==> config.mk <==
export PLATFORM = sky130hd
export DESIGN_NAME = chi_stage
export DESIGN_NICKNAME = d
export VERILOG_FILES = /design/src/rtl/keccak_pkg.sv /design/src/rtl/chi_slice.sv /design/src/rtl/chi_stage.sv
export SDC_FILE = /design/constraint.sdc
export NUM_CORES = 1
export LEC_CHECK = 0
export BUFFER_PORTS_ARGS = -buffer_cell sky130_fd_sc_hd__buf_2
export CAP_MARGIN = 15
export CORE_MARGIN = 2
export CORE_UTILIZATION = 29
export CTS_BUF_LIST = sky130_fd_sc_hd__clkbuf_8
export DETAILED_ROUTE_END_ITERATION = 12
export GPL_TIMING_DRIVEN = 1
export HOLD_SLACK_MARGIN = 0.06
export SYNTH_ARGS = -nofsm -noshare
export SYNTH_HDL_FRONTEND = slang
export SYNTH_SLANG_ARGS = --single-unit
==> constraint.sdc <==
create_clock -name clk -period 1.8 [get_ports clk]
set_input_delay 0.18 -clock clk [delete_from_list [all_inputs] [get_ports clk]]
set_output_delay 0.18 -clock clk [all_outputs]
set_load 0.02 [all_outputs]
==> src/rtl/keccak_pkg.sv <==
// Shared Keccak-f[1600] definitions: slice geometry, chi stage states and
// the lane bit index within a 5x5 slice.
package keccak_pkg;

    localparam int SLICE_W    = 25;
    localparam int LINE_W     = 6;
    localparam int NUM_SLICES = 64;

    typedef enum logic [1:0] {
        IDLE  = 2'd0,
        RUN   = 2'd1,
        DRAIN = 2'd2,
        DONE  = 2'd3
    } state_e;

    function automatic int idx(input int x, input int y);
        return 5 * y + x;
    endfunction

endpackage

==> src/rtl/chi_slice.sv <==
// Combinational chi over one 25-bit slice, built as five independent
// 5-bit rows: out[x] = in[x] ^ (~in[x+1] & in[x+2]) within each row.
module chi_slice
    import keccak_pkg::*;
(
    input  logic [SLICE_W-1:0] slice_i,
    output logic [SLICE_W-1:0] slice_o
);

    for (genvar y = 0; y < 5; y++) begin : g_row
        for (genvar x = 0; x < 5; x++) begin : g_bit
            assign slice_o[idx(x, y)] = slice_i[idx(x, y)]
                ^ (~slice_i[idx((x + 1) % 5, y)] & slice_i[idx((x + 2) % 5, y)]);
        end
    end

endmodule

==> src/rtl/chi_stage.sv <==
// Chi step engine: reads slices 0..NUM_SLICES-1, writes chi results in order.
// Build option CHI_HOLD_EN adds a hold input that freezes the whole pipeline.
//
// state | meaning
// IDLE  | waiting for start
// RUN   | issuing one source read per cycle, addresses 0..63
// DRAIN | reads done, waiting for the last write to land
// DONE  | finish pulse, back to IDLE next cycle
module chi_stage
    import keccak_pkg::*;
#(
    parameter int NUM_SLICES = keccak_pkg::NUM_SLICES,
    parameter int SLICE_W    = keccak_pkg::SLICE_W
) (
    input  logic               clk,
    input  logic               rst,
    input  logic               start,
`ifdef CHI_HOLD_EN
    input  logic               hold,
`endif
    output logic               finish,
    output logic               busy,
    output logic               rd_en,
    output logic [LINE_W-1:0]  rd_addr,
    input  logic [SLICE_W-1:0] rd_data,
    output logic               wr_en,
    output logic [LINE_W-1:0]  wr_addr,
    output logic [SLICE_W-1:0] wr_data
);

    localparam logic [LINE_W-1:0] LAST = LINE_W'(NUM_SLICES - 1);

    state_e             state_q, state_d;
    logic               rd_en_q, rd_en_d;
    logic [LINE_W-1:0]  rd_addr_q, rd_addr_d;
    logic               dval_q, dval_d;
    logic [LINE_W-1:0]  daddr_q, daddr_d;
    logic               wr_en_q, wr_en_d;
    logic [LINE_W-1:0]  wr_addr_q, wr_addr_d;
    logic [SLICE_W-1:0] wr_data_q, wr_data_d;
    logic               finish_q, finish_d;
    logic               busy_q, busy_d;
    logic [SLICE_W-1:0] chi_w;
    logic               hold_w;
    logic               freeze;

`ifdef CHI_HOLD_EN
    assign hold_w = hold;
`else
    assign hold_w = 1'b0;
`endif

    // Hold is ignored in IDLE so a start under hold is still accepted.
    assign freeze = hold_w && (state_q != IDLE);

    chi_slice u_chi (
        .slice_i (rd_data),
        .slice_o (chi_w)
    );

    always_comb begin
        state_d   = state_q;
        rd_en_d   = rd_en_q;
        rd_addr_d = rd_addr_q;
        dval_d    = dval_q;
        daddr_d   = daddr_q;
        wr_en_d   = wr_en_q;
        wr_addr_d = wr_addr_q;
        wr_data_d = wr_data_q;
        finish_d  = finish_q;
        busy_d    = busy_q;
        if (!freeze) begin
            finish_d  = 1'b0;
            dval_d    = rd_en_q;
            daddr_d   = rd_addr_q;
            wr_en_d   = dval_q;
            wr_addr_d = daddr_q;
            if (dval_q) begin
                wr_data_d = chi_w;
            end
            case (state_q)
                IDLE: begin
                    if (start) begin
                        state_d   = RUN;
                        rd_en_d   = 1'b1;
                        rd_addr_d = '0;
                    end
                end
                RUN: begin
                    if (rd_addr_q == LAST) begin
                        rd_en_d = 1'b0;
                        state_d = DRAIN;
                    end else begin
                        rd_addr_d = rd_addr_q + 1'b1;
                    end
                end
                DRAIN: begin
                    if (wr_en_q && (wr_addr_q == LAST)) begin
                        state_d  = DONE;
                        finish_d = 1'b1;
                    end
                end
                DONE:    state_d = IDLE;
                default: state_d = IDLE;
            endcase
            busy_d = (state_d != IDLE);
        end
    end

    always_ff @(posedge clk) begin
        if (rst) begin
            state_q   <= IDLE;
            rd_en_q   <= 1'b0;
            rd_addr_q <= '0;
            dval_q    <= 1'b0;
            daddr_q   <= '0;
            wr_en_q   <= 1'b0;
            wr_addr_q <= '0;
            wr_data_q <= '0;
            finish_q  <= 1'b0;
            busy_q    <= 1'b0;
        end else begin
            state_q   <= state_d;
            rd_en_q   <= rd_en_d;
            rd_addr_q <= rd_addr_d;
            dval_q    <= dval_d;
            daddr_q   <= daddr_d;
            wr_en_q   <= wr_en_d;
            wr_addr_q <= wr_addr_d;
            wr_data_q <= wr_data_d;
            finish_q  <= finish_d;
            busy_q    <= busy_d;
        end
    end

    // Strobes drop during hold; the source memory keeps rd_data stable meanwhile.
    assign rd_en   = rd_en_q && !hold_w;
    assign wr_en   = wr_en_q && !hold_w;
    assign rd_addr = rd_addr_q;
    assign wr_addr = wr_addr_q;
    assign wr_data = wr_data_q;
    assign finish  = finish_q;
    assign busy    = busy_q;

endmodule

==> impl_metrics.env, run 1 <==
export IMPL_die_h_um=88.9
export IMPL_max_freq_mhz=644
export IMPL_r2r_slack_ps=250
export IMPL_postCtsHoldBufs=0
export IMPL_cts_resized=0
export IMPL_grt_overflow=0
export IMPL_crit_buf_inv=0
export IMPL_synthTopCellsByArea="dfxtp_1, nor2b_1, xnor2_1, a211oi_1, nor2_1"
export IMPL_port_buffers=68
export IMPL_multi_input_area_um2=1020
export IMPL_via_count=1662
export IMPL_critPathTopFamily="simple AND/OR/NAND/NOR gates"
export IMPL_drtPass1Iterations=4
export IMPL_holdPathStages=2
export IMPL_clock_latency_ps=300
export IMPL_maxSlewHeadroom_pct=74.1
export IMPL_holdPathEnd="wr_addr[2]"
export IMPL_critPathRequiredTime_ps=2000
export IMPL_power_density_nw_per_um2=874
export IMPL_grt_pass1_wl_um=6930
export IMPL_routed_via_density=4.32
export IMPL_track_usage_pct=11.3
export IMPL_dp_hpwl_um=3290
export IMPL_syn_cell_area_um2=2090
export IMPL_grt_max_degree=42
export IMPL_fp_dieW_um=88.9
export IMPL_end_kind="flop"
export IMPL_cts_htree_levels=2
export IMPL_nets=317
export IMPL_fin_hold_ws_ps=188
export IMPL_antenna_left=0
export IMPL_antenna_found_initial=0
export IMPL_cts_made_buffers=5
export IMPL_ys_seq_area_share_pct=47.9
export IMPL_worst_slew_pin_slew_ps=387
export IMPL_crit_fanout=6
export IMPL_regArea_um2=1000
export IMPL_first_global_vias=1478
export IMPL_avgSynthCellArea_um2=9.49
export IMPL_clk_pin_slew_ps=90
export IMPL_clkSinkCount=50
export IMPL_synth_fp_nets=249
export IMPL_ioPinCount=69
export IMPL_status="complete, no violations"
export IMPL_start_util_pct=30.4
export IMPL_first_iter_violations=60
export IMPL_core_area_um2=6870
export IMPL_wl_per_cell_um=11.2
export IMPL_crit_arrival_ps=1750
export IMPL_yosysMostFrequentCell="dfxtp_1"
export IMPL_clockRootBuffer="clkbuf_8"
export IMPL_ys_flop_type="dfxtp_1"
export IMPL_cap_violations=0
export IMPL_tns_ps=0
export IMPL_syn_instance_count=220
export IMPL_path_depth=5
export IMPL_cp_start_kind="flop"
export IMPL_ys_types=30
export IMPL_synth_top_area_share_pct=47.9
export IMPL_syn_to_final_growth_pct=26.7
export IMPL_r2r_end="rd_en"
export IMPL_die_area_um2=7900
export IMPL_hp_class="in2reg"
export IMPL_cts_setup_buffers=0
export IMPL_worstPathCellList="ha_1 -> nand4_1 -> nor2_1 -> nand2_1 -> and3_1"
export IMPL_setup_violations=0
export IMPL_slowest_delay_ps=410
export IMPL_diodes=0
export IMPL_layout_drive_gt1_share_pct=29.4
export IMPL_gp_congestion=0.770
export IMPL_fp_row_count=30
export IMPL_totalWireLength_um=4300
export IMPL_fin_crit_sh_pct=86.3
export IMPL_final_hold_viol_count=0
export IMPL_rsz0062_at_grt="no"
export IMPL_cts_max_path_buffers=2
export IMPL_p_leak_uw=0.00109
export IMPL_cp_slowest_cell="dfxtp_1"
export IMPL_fill_cells=722
export IMPL_synthArstFlopShare_pct=0
export IMPL_cts_tree="done"
export IMPL_finalCriticalPeriod_ps=1550
export IMPL_path_class="reg2reg"
export IMPL_peakVddDrop_mv=0.302
export IMPL_drc=0
export IMPL_yosysWarnings=0
export IMPL_synth_seq_cells=50
export IMPL_r2r_cells=5
export IMPL_synth_area_leader_cell="dfxtp_1"
export IMPL_drv_slew=0
export IMPL_r2r_start="rd_addr[1]"
export IMPL_skew_ps=5.75
export IMPL_synth_edf_count=0
export IMPL_synth_common_cells="dfxtp_1, nor2b_1, nor2_1"
export IMPL_min_delay_start="rst"
==> where the power goes <==
group          internal [uW]  total, uW  switching [uW]
logic                    149        340             191
registers               1150       1180            26.2
clock network            417        793             377
==> kinds of logic after synthesis <==
kind of cell	Yosys count	share of synthesized area, %
buffers and inverters	16	3.30
adder cells (fa/ha/maj)	1	0.599
AO/OA/AOI/OAI	42	15.0
XOR/XNOR	28	11.7
AND/OR/NAND/NOR	83	21.4
flip-flops	50	47.9
==> state kept, by name, indices dropped and copies added (netlist names) <==
| name | count |
|---|---|
| daddr_q | 6 |
| wr_addr | 6 |
| finish | 1 |
| rd_en | 1 |
| state_q | 2 |
| rd_addr | 6 |
| wr_en | 1 |
| dval_q | 1 |
| busy | 1 |
| wr_data | 25 |
==> layout make-up <==
type                            instances  area share [%]
Inverter                                4           0.568
Timing Repair Buffer                   73            14.3
Clock inverter                          3            1.66
Tap cell                               96            4.54
Clock buffer                            5            2.60
Sequential cell                        50            37.8
Multi-Input combinational cell        154            38.5
==> per-layer routing <==
layer  GRT usage, %  wire length (um)
met2           16.9              1980
met4           4.13                78
met5              0                 0
met3           2.89               179
met1           15.6              2060
==> through the flow <==
step	area, um^2	power, uW	utilization [%]	setup WS, ps	instances
2_1_floorplan	2090	1430	-	310	220
3_3_place_gp	2530	1550	36.9	385	377
3_5_place_dp	2530	1550	36.9	290	377
4_1_cts	2650	2350	38.5	261	385
5_1_grt	2650	2440	38.5	97.4	385
6_report	2650	2310	38.5	247	385
==> layout by cell type, fill, tap and decap left out, types with 3 or more instances in the layout <==
master     n
buf_2     68
inv_1      4
dfxtp_1   50
buf_4      5
nor2_1    31
nor2b_1   38
nand2_1    4
a211oi_1  25
nand4_1    3
a21oi_1    5
clkbuf_8   5
xnor2_1   27
==> worst register-to-register path, stage by stage (launching register included) <==
cell and delay (ps):
dfxtp_1 410, ha_1 220, nand4_1 160, nor2_1 370, nand2_1 130, and3_1 170
==> worst max-delay path by stage <==
| stage | slack, ps | start | endpoint |
|---|---|---|---|
| after floorplan | 310 | rd_addr[0] | rd_en |
| after global placement | 390 | rd_addr[1] | rd_en |
| after detailed placement | 290 | rd_addr[1] | rd_en |
| after CTS | 260 | rd_addr[1] | rd_en |
| after global routing | 100 | rd_addr[1] | rd_en |
| final | 250 | rd_addr[1] | rd_en |
No activity file was read; power rests on OpenSTA's default activity.
==> run 2, diff against run 1 <==
Clock period 1.8 ns to 1.5 ns, I/O delays scaled along.
==> run 2 against run 1 <==
  * Die area is the same
  * Wire length rose by 1.0%
  * Sequential share of layout area fell by 0.14 points
  * Register-to-register slack got worse by 100 ps
  * Worst setup slack lost 100 ps
  * Via count up 0.84%
  * Combinational power grew 21%
  * Critical endpoint is now rd_addr[3]
  * Highest routed layer unchanged
==> impl_metrics.env, run 2 (synthesis results as in run 1) <==
export IMPL_cts_setup_buffers=0
export IMPL_track_usage_pct=11.5
export IMPL_port_buffers=68
export IMPL_finalCriticalPeriod_ps=1350
export IMPL_fp_dieW_um=88.9
export IMPL_drtPass1Iterations=4
export IMPL_diodes=0
export IMPL_drc=0
export IMPL_crit_arrival_ps=1600
export IMPL_clkSinkCount=50
export IMPL_die_area_um2=7900
export IMPL_finalCoreUtilization_pct=38.7
export IMPL_slowest_delay_ps=500
export IMPL_crit_fanout=8
export IMPL_grt_overflow=0
export IMPL_grtUsageMet2_pct=18.1
export IMPL_nets=319
export IMPL_layout_drive_gt1_share_pct=30.2
export IMPL_place_inst=379
export IMPL_final_hold_viol_count=0
export IMPL_ioPinCount=69
export IMPL_worst_slew_pin_slew_ps=391
export IMPL_syn_to_final_growth_pct=27.1
export IMPL_wl_per_cell_um=11.2
export IMPL_antenna_found_initial=0
export IMPL_use_met3_pct=3.26
export IMPL_path_class="reg2reg"
export IMPL_power_density_nw_per_um2=990
export IMPL_layout_commonest_cell="buf_2"
export IMPL_rsz0062_at_grt="no"
export IMPL_via_count=1676
export IMPL_critPathRequiredTime_ps=1740
export IMPL_fin_crit_sh_pct=90.3
export IMPL_met1_usage_pct=15.0
export IMPL_peakVddDrop_mv=0.370
export IMPL_final_cells=387
export IMPL_largest_reg_flops=25
export IMPL_max_freq_mhz=739
export IMPL_die_h_um=88.9
export IMPL_first_global_vias=1505
export IMPL_p_leak_uw=0.00108
export IMPL_grt_pass1_wl_um=7070
export IMPL_cp_slowest_cell="dfxtp_1"
export IMPL_setup_violations=0
export IMPL_antenna_left=0
export IMPL_dp_hpwl_um=3310
export IMPL_start_util_pct=30.4
export IMPL_tns_ps=0
export IMPL_clock_latency_ps=300
export IMPL_maxSlewHeadroom_pct=73.7
export IMPL_routed_via_density=4.33
export IMPL_cts_htree_levels=2
export IMPL_status="complete, no violations"
export IMPL_drv_slew=0
export IMPL_fp_row_count=30
export IMPL_totalWireLength_um=4340
export IMPL_postCtsHoldBufs=0
export IMPL_clockRootBuffer="clkbuf_8"
export IMPL_skew_ps=11.0
export IMPL_core_area_um2=6870
export IMPL_clk_pin_slew_ps=90
export IMPL_hp_class="in2reg"
export IMPL_total_power_uw=2630
export IMPL_gp_congestion=0.811
export IMPL_cts_made_buffers=5
export IMPL_first_iter_violations=48
export IMPL_cts_tree="done"
export IMPL_worstPathCellList="o21ba_4 -> nand4_4 -> or3_1 -> a21oi_1"
export IMPL_end_kind="flop"
export IMPL_grt_max_degree=42
export IMPL_busiest_layer="met2"
export IMPL_cts_max_path_buffers=2
export IMPL_cp_start_kind="flop"
export IMPL_cap_violations=0
export IMPL_layout_common_cells="buf_2, dfxtp_1, nor2b_1"
run 2: cell types whose count changed in the layout (fill, tap and decap cells not counted):
| cell | before | now |
|---|---|---|
| nor2_2 | 0 | 1 |
| clkinvlp_4 | 0 | 2 |
| buf_12 | 0 | 1 |
| bufinv_16 | 1 | 0 |
| buf_4 | 5 | 6 |
| nor2_1 | 31 | 30 |
| clkinv_2 | 1 | 0 |
run 2: worst paths after layout:
check	startpoint	end	slack [ps]	cells past startpoint
worst max-delay path	state_q[0]	rd_addr[3]	150	4
worst min-delay path	rd_data[16]	wr_data[16]	160	3
worst max register to register	state_q[0]	rd_addr[3]	150	4
worst min register to register	daddr_q[0]	wr_addr[0]	440	1
run 2: through the flow:
step	worst slack [ps]	hold WS (ps)	area, um^2
after floorplan	10.2	355	2090
after global placement	158	419	2560
after detailed placement	118	424	2560
after CTS	90.1	154	2650
after global routing	11.1	157	2660
final	146	160	2660
run 2: area by class of cell:
type                            instances  area, um^2
Timing Repair Buffer                   75         405
Multi-Input combinational cell        154        1020
Clock buffer                            5        68.8
Tap cell                               96         120
Clock inverter                          3        23.8
Sequential cell                        50        1000
Inverter                                4        15.0
Fill cell                             719        4210
run 2: layer usage:
layer / share of wire [%] / vias up
met3: 4.7 / 5
met4: 1.5 / 0
met1: 46 / 754
met5: 0 / -
met2: 48 / 38
li1: - / 879
run 2: what timing repair did:
| item | in CTS | in global routing |
|---|---|---|
| resized for setup | 0 | 1 |
| hold endpoints to repair | 0 | 0 |
| endpoints found under the setup margin | 0 | 5 |
run 2: critical path, delay by kind of cell (launching register included):
family           cells  cell delay [ps]
AO/OA/AOI/OAI        2              360
flip-flops           1              500
AND/OR/NAND/NOR      2              430
run 2: where the power goes:
group	leakage, uW	switching [uW]	internal (uW)
logic	0.000637	231	182
clock network	0.0000408	468	334
registers	0.000407	30.5	1380
total	0.00108	730	1900
